## src/rtl/unit_b_sequencer_pkg.sv

```systemverilog
// Shared types, constants and parameter derivations for the type-B unit sequencer.
package unit_b_sequencer_pkg;

    localparam int unsigned KERNAL_TAPS = 25;

    typedef enum logic [2:0] {
        IDLE,
        LOAD_W,
        COMPUTE,
        DRAIN,
        DONE
    } seq_state_e;

    // Bit width needed to index n values, never less than one bit.
    function automatic int unsigned clog2_min1(input int unsigned n);
        return (n > 1) ? $clog2(n) : 1;
    endfunction

    // Filters handled by one unit when the layer is split across units.
    function automatic int unsigned ceil_filters(input int unsigned filters,
                                                 input int unsigned units);
        return (filters + units - 1) / units;
    endfunction

    // Weight-memory address width covering every kernel tap of every slice.
    function automatic int unsigned addr_size_wm(input int unsigned depth,
                                                 input int unsigned ceil_f);
        return clog2_min1(KERNAL_TAPS * depth * ceil_f);
    endfunction

endpackage

```

## src/rtl/unit_b_seq_delay.sv

```systemverilog
// Valid + payload shift register with synchronous reset.
module unit_b_seq_delay #(
    parameter int unsigned DEPTH = 1,
    parameter int unsigned WIDTH = 1
) (
    input  logic             clk,
    input  logic             reset,
    input  logic             valid,
    input  logic [WIDTH-1:0] data,
    output logic             delayed_valid,
    output logic [WIDTH-1:0] delayed_data
);

    logic [DEPTH-1:0] valid_q;
    logic [WIDTH-1:0] data_q [DEPTH];

    // Shift valid and payload one stage per cycle; reset drops everything in flight.
    always_ff @(posedge clk) begin
        if (reset) begin
            valid_q <= '0;
            for (int i = 0; i < int'(DEPTH); i++) begin
                data_q[i] <= '0;
            end
        end else begin
            valid_q[0] <= valid;
            data_q[0]  <= data;
            for (int i = 1; i < int'(DEPTH); i++) begin
                valid_q[i] <= valid_q[i-1];
                data_q[i]  <= data_q[i-1];
            end
        end
    end

    assign delayed_valid = valid_q[DEPTH-1];
    assign delayed_data  = data_q[DEPTH-1];

endmodule

```

## src/rtl/unit_b_sequencer.sv

```systemverilog
// Control sequencer for one type-B convolution unit: weight load, windowed
// convolution pacing and accumulate/ReLU/output strobe timing.
module unit_b_sequencer
    import unit_b_sequencer_pkg::*;
#(
    parameter int          ARITH_TYPE        = 0,
    parameter int unsigned IFM_DEPTH         = 6,
    parameter int unsigned KERNAL_SIZE       = 5,
    parameter int unsigned NUMBER_OF_FILTERS = 16,
    parameter int unsigned NUMBER_OF_UNITS   = 1,
    parameter int unsigned OFM_POSITIONS     = 100,
    parameter int unsigned CONV_LATENCY      = 4,
    parameter int unsigned CEIL_FILTERS      = ceil_filters(NUMBER_OF_FILTERS, NUMBER_OF_UNITS),
    parameter int unsigned ADDRESS_SIZE_WM   = addr_size_wm(IFM_DEPTH, CEIL_FILTERS)
) (
    input  logic                                    clk,
    input  logic                                    reset,
    input  logic                                    start,
    input  logic                                    window_valid,
    output logic                                    window_ready,
    output logic                                    wm_enable_read,
    output logic [ADDRESS_SIZE_WM-1:0]              wm_address,
    output logic                                    wm_fifo_enable,
    output logic                                    conv_enable,
    output logic                                    accu_enable,
    output logic                                    first_depth,
    output logic                                    relu_enable,
    output logic [clog2_min1(OFM_POSITIONS)-1:0]    psum_addr,
    output logic                                    out_valid,
    output logic                                    busy,
    output logic                                    done
);

    localparam int unsigned P_W    = clog2_min1(OFM_POSITIONS);
    localparam int unsigned F_W    = clog2_min1(CEIL_FILTERS);
    localparam int unsigned D_W    = clog2_min1(IFM_DEPTH);
    localparam int unsigned K_W    = clog2_min1(KERNAL_TAPS + 1);
    localparam int unsigned DR_W   = clog2_min1(CONV_LATENCY + 1);
    localparam int unsigned PIPE_W = P_W + 2;

    // Reject kernel shapes the 25-tap datapath cannot hold.
    if (KERNAL_SIZE * KERNAL_SIZE != KERNAL_TAPS || ARITH_TYPE < 0) begin : g_bad_params
        $error("unit_b_sequencer: unsupported KERNAL_SIZE or ARITH_TYPE");
    end

    seq_state_e                 state_q, state_d;
    logic [F_W-1:0]             f_q, f_d;
    logic [D_W-1:0]             d_q, d_d;
    logic [K_W-1:0]             k_q, k_d;
    logic [P_W-1:0]             p_q, p_d;
    logic [DR_W-1:0]            drain_q, drain_d;
    logic [ADDRESS_SIZE_WM-1:0] addr_q, addr_d;
    logic                       rd_q, rd_d;

    logic [PIPE_W-1:0]          pipe_in;
    logic [PIPE_W-1:0]          pipe_out;
    logic                       fifo_data_unused;
    logic                       out_data_unused;

    // State and counter registers.
    always_ff @(posedge clk) begin
        if (reset) begin
            state_q <= IDLE;
            f_q     <= '0;
            d_q     <= '0;
            k_q     <= '0;
            p_q     <= '0;
            drain_q <= '0;
            addr_q  <= '0;
            rd_q    <= 1'b0;
        end else begin
            state_q <= state_d;
            f_q     <= f_d;
            d_q     <= d_d;
            k_q     <= k_d;
            p_q     <= p_d;
            drain_q <= drain_d;
            addr_q  <= addr_d;
            rd_q    <= rd_d;
        end
    end

    assign window_ready   = (state_q == COMPUTE);
    assign conv_enable    = window_valid & window_ready;
    assign busy           = (state_q != IDLE);
    assign done           = (state_q == DONE);
    assign wm_enable_read = rd_q;
    assign wm_address     = addr_q;

    // Next-state and counter sequencing across load, compute and drain.
    always_comb begin
        state_d = state_q;
        f_d     = f_q;
        d_d     = d_q;
        k_d     = k_q;
        p_d     = p_q;
        drain_d = drain_q;
        addr_d  = addr_q;
        rd_d    = 1'b0;

        case (state_q)
            IDLE: begin
                if (start) begin
                    state_d = LOAD_W;
                    f_d     = '0;
                    d_d     = '0;
                    k_d     = '0;
                    p_d     = '0;
                    addr_d  = '0;
                end
            end
            LOAD_W: begin
                if (k_q < K_W'(KERNAL_TAPS)) begin
                    k_d    = k_q + 1'b1;
                    addr_d = addr_q + 1'b1;
                end else begin
                    state_d = COMPUTE;
                    p_d     = '0;
                end
            end
            COMPUTE: begin
                if (conv_enable) begin
                    if (p_q == P_W'(OFM_POSITIONS - 1)) begin
                        state_d = DRAIN;
                        p_d     = '0;
                        drain_d = '0;
                    end else begin
                        p_d = p_q + 1'b1;
                    end
                end
            end
            DRAIN: begin
                if (drain_q == DR_W'(CONV_LATENCY)) begin
                    k_d = '0;
                    if (d_q == D_W'(IFM_DEPTH - 1)) begin
                        d_d = '0;
                        if (f_q == F_W'(CEIL_FILTERS - 1)) begin
                            f_d     = '0;
                            addr_d  = '0;
                            state_d = DONE;
                        end else begin
                            f_d     = f_q + 1'b1;
                            state_d = LOAD_W;
                        end
                    end else begin
                        d_d     = d_q + 1'b1;
                        state_d = LOAD_W;
                    end
                end else begin
                    drain_d = drain_q + 1'b1;
                end
            end
            DONE: begin
                state_d = IDLE;
            end
            default: begin
                state_d = IDLE;
            end
        endcase

        rd_d = (state_d == LOAD_W) && (k_d < K_W'(KERNAL_TAPS));
    end

    // Payload is zeroed for idle slots so accumulate-side outputs stay low between windows.
    assign pipe_in = conv_enable ? {p_q, (d_q == '0), (d_q == D_W'(IFM_DEPTH - 1))}
                                 : '0;

    unit_b_seq_delay #(
        .DEPTH (CONV_LATENCY),
        .WIDTH (PIPE_W)
    ) u_accu_pipe (
        .clk           (clk),
        .reset         (reset),
        .valid         (conv_enable),
        .data          (pipe_in),
        .delayed_valid (accu_enable),
        .delayed_data  (pipe_out)
    );

    assign psum_addr   = pipe_out[PIPE_W-1:2];
    assign first_depth = pipe_out[1];
    assign relu_enable = pipe_out[0];

    unit_b_seq_delay #(
        .DEPTH (1),
        .WIDTH (1)
    ) u_fifo_dly (
        .clk           (clk),
        .reset         (reset),
        .valid         (rd_q),
        .data          (1'b0),
        .delayed_valid (wm_fifo_enable),
        .delayed_data  (fifo_data_unused)
    );

    unit_b_seq_delay #(
        .DEPTH (1),
        .WIDTH (1)
    ) u_out_dly (
        .clk           (clk),
        .reset         (reset),
        .valid         (accu_enable),
        .data          (1'b0),
        .delayed_valid (out_valid),
        .delayed_data  (out_data_unused)
    );

endmodule
```

## config.mk

```make
export PLATFORM = sky130hd
export DESIGN_NAME = unit_b_sequencer
export DESIGN_NICKNAME = d
export VERILOG_FILES = /design/src/rtl/unit_b_sequencer_pkg.sv /design/src/rtl/unit_b_seq_delay.sv /design/src/rtl/unit_b_sequencer.sv
export SDC_FILE = /design/constraint.sdc
export NUM_CORES = 1
export LEC_CHECK = 0
export ABC_AREA = 1
export CELL_PAD_IN_SITES_DETAIL_PLACEMENT = 1
export CELL_PAD_IN_SITES_GLOBAL_PLACEMENT = 1
export CORE_MARGIN = 2
export CORE_UTILIZATION = 35
export CTS_BUF_LIST = sky130_fd_sc_hd__clkbuf_4 sky130_fd_sc_hd__clkbuf_8 sky130_fd_sc_hd__clkbuf_16
export CTS_CLUSTER_DIAMETER = 80
export DETAILED_ROUTE_END_ITERATION = 16
export HOLD_SLACK_MARGIN = 0.15
export PLACE_DENSITY_LB_ADDON = 0.1
export SLEW_MARGIN = 20
export SYNTH_ARGS = -nofsm -noshare
export SYNTH_HDL_FRONTEND = slang
export SYNTH_SLANG_ARGS = --single-unit
export TNS_END_PERCENT = 50
```

## constraint.sdc

```tcl
create_clock -name clk -period 4.3 [get_ports clk]
set_clock_uncertainty 0.05 [all_clocks]
set_input_delay 0.645 -clock clk [delete_from_list [all_inputs] [get_ports clk]]
set_output_delay 0.645 -clock clk [all_outputs]
set_load 0.03 [all_outputs]
```

==> results.toml, run 1 <==
[logic_synthesis]
synth_cell_types = 34
synth_top_area_frac = 0.479
synth_top_family_by_area = "simple AND/OR/NAND/NOR gates"
ys_seq_area_frac = 0.479
synth_edf_count = 0
synthArstFlopShare = 0
synth_area_leader_cell = "dfxtp_1"
synth_nets = 444
synth_area_leaders = "dfxtp_1 (48%), inv_1 (8.8%), nor2_1 (8.3%)"
synth_fa_ha_area_frac = 0.0225
synth_common_cells = "dfxtp_1 (80), inv_1 (78), nor2_1 (74)"
synth_ff_type = "dfxtp_1"
ys_ff_latch = 80
synthCells = 434
synth_mux_area_frac = 0
synth-simple-area-share = 0.281
synth_most_common_cell = "dfxtp_1"
synth-xor-area-share = 0.0131
synth_compound_area_frac = 0.0943
ys_warn_count = 0
syn_area_mm2 = 0.00334
avgSynthCellArea_um2 = 7.70

[final_layout]
layout-drive-gt1-share = 0.113
layout.nets = 481
areaGrowthSynthToFinish_pct = 18.9
num_antenna_cells = 0
stdcell_count = 605
fillers = 1127
final_core_util = 0.430

[pwr]
irDropWorstVdd_uv = 131
cellPowerDensity_mw_per_mm2 = 349
p_leak_nw = 1.50

[clock_network]
cts.sinks = 80
numCtsBuffers = 9
clock_path_buffers = 2
cts.repair.resized = 0
cts_hold_buf = 0
cts_tree = "built"
path_clk_slew_ns = 0.09
insertion_delay_ns = 0.35
clockRootBuffer = "clkbuf_8"
htree_levels = 3
postCtsSetupRepairBufs = 0

[status]
status = "complete, no violations"

[drt]
drcViolationCount = 0
drt-total-wl_mm = 7.18
antenna_left = 0
wl_per_cell_um = 11.9
via_per_inst = 4.43
vias = 2683
dr.pass1.iters = 5
drtIter0Drc = 60

[setup_path]
arrival_ns = 1.98
critPathKind = "flip-flop to output pin"
cp-start-kind = "flip-flop"
critPathCaptureType = "output pin"
cp_data_required_time_ns = 3.61
cp_max_fo = 6

[grt]
grt_max_degree = 35
grt_usage = 0.153
grt_pass1_vias = 2678
globalRouteOverflowTotal = 0
grt_pass1_wl_mm = 12.5
antenna_found_initial = 0

[die]
ios = 33
die_x_um = 102
core_mm2 = 0.00924
fp.dieH_um = 102
start_util = 0.362
dieArea_mm2 = 0.0104
placementRows = 35

[timing]
final_hold_viol_count = 0
tns_ns = 0
finalMaxSlewViolations = 0
setup_viol = 0
setup_slack_ns = 1.62
finalCritPeriodShare = 0.622
fin_crit_ns = 2.68
slew_headroom = 0.707
tightest_slew_ns = 0.438
rsz0062_at_grt = "no"
max_freq_ghz = 0.374

[place]
place_inst = 589
hpwl_mm = 5.41
gp_congestion = 0.807
place_ws_ns = 1.68
placement.io_buffers = 32

[flow_run]
drv_cap = 0

[hold_path]
hp-class = "flip-flop to flip-flop"
## cell families after synthesis
group / Yosys count
flops: 80
xor+xnor: 5
buf+inv: 93
fa+ha+maj: 6
compound gates: 53
simple gates: 197
## registers in the layout, summed over array words and instances, names as in the netlist
signal                    cells
u_accu_pipe.data_q           36
p_q                           7
u_out_dly.delayed_valid       1
state_q                       3
wm_address                   12
drain_q                       3
k_q                           5
u_accu_pipe.valid_q           4
f_q                           4
d_q                           3
u_fifo_dly.delayed_valid      1
wm_enable_read                1
## cell type report
type,count,area (µm²),area share
Tap cell,129,161,0.0406
Inverter,86,330,0.0831
Sequential cell,80,1600,0.403
Multi-Input combinational cell,261,1370,0.346
Timing Repair Buffer,33,323,0.0812
Clock inverter,7,60.1,0.0151
Clock buffer,9,124,0.0312
## stage by stage
stage | hold WS, ns | total power [mW] | instance area, µm²
final | 0.352 | 1.39 | 3970
after global routing | 0.368 | 1.46 | 3970
after CTS | 0.348 | 1.41 | 3970
after detailed placement | 0.345 | 0.888 | 3790
after global placement | 0.341 | 0.886 | 3790
after floorplan | 0.338 | 0.859 | 3340
## final timing paths
kind | slack, ns | endpoint | start | cells past startpoint
hold / removal | 0.35 | u_accu_pipe.data_q[2][7]$_SDFF_PP0_ | u_accu_pipe.data_q[1][7]$_SDFF_PP0_ | 2
hold reg to reg | 0.35 | u_accu_pipe.data_q[2][7]$_SDFF_PP0_ | u_accu_pipe.data_q[1][7]$_SDFF_PP0_ | 2
setup reg to reg | 2.41 | wm_address[2]$_SDFFE_PP0P_ | state_q[0]$_SDFF_PP0_ | 9
setup / recovery | 1.62 | conv_enable | state_q[1]$_SDFF_PP0_ | 5
## worst max-delay path, stage by stage (launching register included)
cell and delay (ns):
dfxtp_1 0.43, inv_2 0.12, nor3_4 0.21, nand2_1 0.13, inv_1 0.07, clkdlybuf4s50_1 0.66
## where the power goes
| part | switching (mW) | leakage [nW] | total (mW) | internal [mW] |
|---|---|---|---|---|
| clock network | 0.299 | 0.0848 | 0.518 | 0.220 |
| registers | 0.00988 | 0.646 | 0.758 | 0.749 |
| logic | 0.0770 | 0.767 | 0.110 | 0.0333 |
## layout by cell type, fill, tap and decap left out, types with 5 or more instances in the layout
master           netlist  layout
nand3_1               27      27
nand2_2                7       7
a21oi_2                6       6
dfxtp_1               80      80
inv_1                 78      78
nor3_1                13      13
clkbuf_8               0       9
inv_2                  5       5
a21oi_1               24      24
nand4_1                6       6
ha_1                   6       6
nand2_1               53      53
o21ai_0               12      12
clkdlybuf4s50_1        0      31
nor2_1                74      74
## routing by layer
layer / vias to the layer above / global-route usage / routed length [µm]
li1: 1426 / - / -
met1: 1212 / 0.205 / 3590
met2: 37 / 0.242 / 3300
met3: 8 / 0.0366 / 212
met4: 0 / 0.0541 / 85
met5: - / 0 / 0
Note: power is estimated with default switching activity, not from simulation.
==> run 2, diff against run 1 <==
- clock period: 4.3 -> 2.8 ns (I/O delays scaled with it)
==> results.toml, run 2 (synthesis results as in run 1) <==
[setup_path]
arrival_ns = 1.96
path_cells = "inv_2, nor3_4, nand2_1, inv_1, clkdlybuf4s50_1"
cp-start-kind = "flip-flop"
slowest_delay_ns = 0.66
worst_path_max_delay_cell = "clkdlybuf4s50_1"
critPathKind = "flip-flop to output pin"
cp_data_required_time_ns = 2.33
cp_max_fo = 6
critPathCaptureType = "output pin"

[pwr]
clockPowerShare = 0.428
switching_share = 0.263
irDropWorstVdd_uv = 390
p_leak_nw = 1.53
p_seq_frac = 0.499
p_switching_mw = 0.614
power_mw = 2.33
p_int_mw = 1.72
cellPowerDensity_mw_per_mm2 = 581
combPwrFrac = 0.073

[clock_network]
clock_path_buffers = 2
postCtsSetupRepairBufs = 0
clockRootBuffer = "clkbuf_8"
htree_levels = 3
path_clk_slew_ns = 0.09
cts_tree = "built"
numCtsBuffers = 9
insertion_delay_ns = 0.36
cts.repair.resized = 0
cts_hold_buf = 0
cts.sinks = 80

[drt]
drtIter0Drc = 48
drt-met1-wl_mm = 3.72
dr.pass1.iters = 4
highest_layer = "met4"
wl_met2_mm = 3.28
drcViolationCount = 0
antenna_left = 0
vias = 2700
via_per_inst = 4.46
wl_per_cell_um = 12.1
met3_length_um = 173
drt-total-wl_mm = 7.29

[die]
ios = 33
die_x_um = 102
core_mm2 = 0.00924
fp.dieH_um = 102
start_util = 0.362
placementRows = 35
dieArea_mm2 = 0.0104

[timing]
fin_crit_ns = 2.43
setup_viol = 0
fin_hold_ws_ns = 0.352
finalCritPeriodShare = 0.869
max_freq_ghz = 0.411
finalMaxSlewViolations = 0
tightest_slew_ns = 0.447
final_hold_viol_count = 0
tns_ns = 0
rsz0062_at_grt = "no"
setup_slack_ns = 0.367
slew_headroom = 0.701

[grt]
antenna_found_initial = 0
globalRouteOverflowTotal = 0
grt_pass1_wl_mm = 12.8
grt_max_degree = 37
grt_pass1_vias = 2692
grt_usage = 0.158

[final_layout]
stdcell_count = 605
largest_reg_flops = 36
fillers = 1148
num_antenna_cells = 0
top_register = "u_accu_pipe.data_q"
layout.nets = 481
areaGrowthSynthToFinish_pct = 20.2
final_core_util = 0.435
final_common_cell = "dfxtp_1"
stdcell_area_mm2 = 0.00402
layout-drive-gt1-share = 0.113
final_cell_mix = "dfxtp_1 (80), inv_1 (78), nor2_1 (74)"

[status]
status = "complete, no violations"

[flow_run]
drv_cap = 0

[place]
placement.io_buffers = 32
hpwl_mm = 5.38
gp_congestion = 0.777
place_ws_ns = 0.624
placed_cell_area_mm2 = 0.00379
place_inst = 589

[hold_path]
hp-class = "flip-flop to flip-flop"
run 2: area by class of cell:
type / instances / area [µm²] / area share
Clock inverter: 7 / 106 / 0.0265
Inverter: 86 / 330 / 0.0822
Tap cell: 129 / 161 / 0.0401
Sequential cell: 80 / 1600 / 0.398
Multi-Input combinational cell: 261 / 1370 / 0.342
Timing Repair Buffer: 33 / 323 / 0.0803
Clock buffer: 9 / 124 / 0.0308
run 2: critical path, delay by kind of cell (launching register included):
kind / cells / cell delay [ns]
buffers and inverters: 3 / 0.85
flip-flops: 1 / 0.43
AND/OR/NAND/NOR: 2 / 0.33
run 2: final timing paths:
kind | from | cells after the start | to | slack [ns]
setup / recovery | state_q[1]$_SDFF_PP0_ | 5 | conv_enable | 0.37
hold / removal | u_accu_pipe.data_q[0][0]$_SDFF_PP0_ | 2 | u_accu_pipe.data_q[1][0]$_SDFF_PP0_ | 0.35
setup reg to reg | state_q[0]$_SDFF_PP0_ | 9 | wm_address[7]$_SDFFE_PP0P_ | 0.93
hold reg to reg | u_accu_pipe.data_q[0][0]$_SDFF_PP0_ | 2 | u_accu_pipe.data_q[1][0]$_SDFF_PP0_ | 0.35
run 2: routing by layer:
layer / vias to the layer above / GRT usage
li1: 1426 / -
met4: 0 / 0.0499
met5: - / 0
met2: 29 / 0.244
met3: 10 / 0.0393
met1: 1235 / 0.217
run 2: power by group through the flow:
| stage | logic [mW] | registers, mW | clock network [mW] |
|---|---|---|---|
| finish | 0.170 | 1.17 | 0.999 |
| global route | 0.190 | 1.17 | 1.08 |
| CTS | 0.173 | 1.17 | 1.04 |
| detailed placement | 0.171 | 1.19 | 0 |
| global placement | 0.169 | 1.19 | 0 |
| floorplan | 0.122 | 1.20 | 0 |
==> run 3, diff against run 2 <==
- CORE_UTILIZATION: 35 -> 41
- SKIP_LAST_GASP: not set -> 1
==> results.toml, run 3 (synthesis results as in run 1) <==
[final_layout]
layout-drive-gt1-share = 0.113
areaGrowthSynthToFinish_pct = 17.9
layout.nets = 481
final_cell_mix = "dfxtp_1 (80), inv_1 (78), nor2_1 (74)"
fillers = 984
stdcell_area_mm2 = 0.00394
top_register = "u_accu_pipe.data_q"
final_common_cell = "dfxtp_1"
largest_reg_flops = 36
num_antenna_cells = 0

[setup_path]
critPathCaptureType = "output pin"
r2r_end = "f_q[3]$_SDFFE_PP0P_"
r2r_cells = 10
cp-start-kind = "flip-flop"
r2r_setup_slack_ns = 0.92
cp_max_fo = 6
critPathKind = "flip-flop to output pin"
cp_data_required_time_ns = 2.33
arrival_ns = 2.05
reg2reg_from = "f_q[0]$_SDFFE_PP0P_"

[timing]
rsz0062_at_grt = "no"
tightest_slew_ns = 0.437
setup_viol = 0
slew_headroom = 0.708
fin_crit_ns = 2.52
final_hold_viol_count = 0
finalMaxSlewViolations = 0
finalCritPeriodShare = 0.901
max_freq_ghz = 0.397
setup_slack_ns = 0.278
tns_ns = 0

[clock_network]
insertion_delay_ns = 0.35
cts.repair.resized = 0
postCtsSetupRepairBufs = 0
cts_hold_buf = 0
clockRootBuffer = "clkbuf_8"
numCtsBuffers = 9
cts.sinks = 80
path_clk_slew_ns = 0.09
clock_path_buffers = 2
htree_levels = 3
cts_tree = "built"

[drt]
vias = 2804
wl_per_cell_um = 12.8
via_per_inst = 4.85
drcViolationCount = 0
drtIter0Drc = 89
dr.pass1.iters = 4
drt-total-wl_mm = 7.43
antenna_left = 0

[grt]
grt_usage = 0.183
antenna_found_initial = 0
grt_pass1_wl_mm = 12.7
grt_pass1_vias = 2796
grt_max_degree = 39
globalRouteOverflowTotal = 0

[pwr]
irDropWorstVdd_uv = 223
power_mw = 2.14
cellPowerDensity_mw_per_mm2 = 543
p_leak_nw = 1.51

[die]
die_x_um = 94.3
placementRows = 32
core_mm2 = 0.00781
dieArea_mm2 = 0.00889
ios = 33
fp.dieH_um = 94.3
start_util = 0.428

[place]
place_ws_ns = 0.598
hpwl_mm = 5.43
gp_congestion = 0.819
placement.io_buffers = 32
placed_cell_area_mm2 = 0.00376

[hold_path]
hp-class = "flip-flop to flip-flop"
holdPathEnd = "u_accu_pipe.data_q[1][3]$_SDFF_PP0_"
hold_path_startpoint = "u_accu_pipe.data_q[0][3]$_SDFF_PP0_"
holdPathStages = 2

[flow_run]
drv_cap = 0

[status]
status = "complete, no violations"
-- run 3: cell count changes in the layout (fill, tap and decap cells not counted) --
cell	delta
clkbuf_8	+1
bufinv_16	-2
inv_6	+1
inv_8	-1
clkinv_2	+1
clkinv_4	-1
clkinvlp_4	+1
-- run 3: worst max-delay path by stage --
| stage | from | end | slack (ns) | depth (start not counted) |
|---|---|---|---|---|
| finish | state_q[1]$_SDFF_PP0_ | conv_enable | 0.28 | 5 |
| global route | state_q[1]$_SDFF_PP0_ | conv_enable | 0.18 | 5 |
| CTS | state_q[1]$_SDFF_PP0_ | conv_enable | 0.26 | 5 |
| detailed placement | window_valid | conv_enable | 0.60 | 4 |
| global placement | window_valid | conv_enable | 0.63 | 4 |
| floorplan | state_q[1]$_SDFF_PP0_ | conv_enable | 1.11 | 4 |
-- run 3: power breakdown --
group	total (mW)	leakage (nW)	switching (mW)	internal, mW
registers	1.17	0.646	0.0174	1.15
logic	0.171	0.767	0.119	0.0511
clock network	0.802	0.0941	0.444	0.357
total	2.14	1.51	0.581	1.56
-- run 3: through the flow --
stage | hold WS [ns] | utilization | std cells
3_3_place_gp | 0.339 | 0.481 | 562
2_1_floorplan | 0.338 | - | 434
6_report | 0.343 | 0.505 | 578
5_1_grt | 0.355 | 0.505 | 578
4_1_cts | 0.343 | 0.505 | 578
3_5_place_dp | 0.345 | 0.481 | 562
-- run 3: layout make-up --
type                            instances  area (µm²)  area share
Clock buffer                           10         138      0.0349
Clock inverter                          6        47.5      0.0121
Inverter                               86         330      0.0838
Multi-Input combinational cell        261        1370       0.349
Sequential cell                        80        1600       0.406
Tap cell                              102         128      0.0324
Timing Repair Buffer                   33         323      0.0819
-- run 3: worst max-delay path: stages (launching register included) --
cell	delay, ns
dfxtp_1	0.44
inv_2	0.12
nor3_4	0.25
nand2_1	0.16
inv_1	0.08
clkdlybuf4s50_1	0.66
-- run 3: per-layer routing --
layer	GRT usage	share of wire	routed length (µm)
met1	0.231	0.48	3570
met2	0.305	0.47	3520
met3	0.0369	0.031	231
met4	0.0737	0.014	104
met5	0	0	0
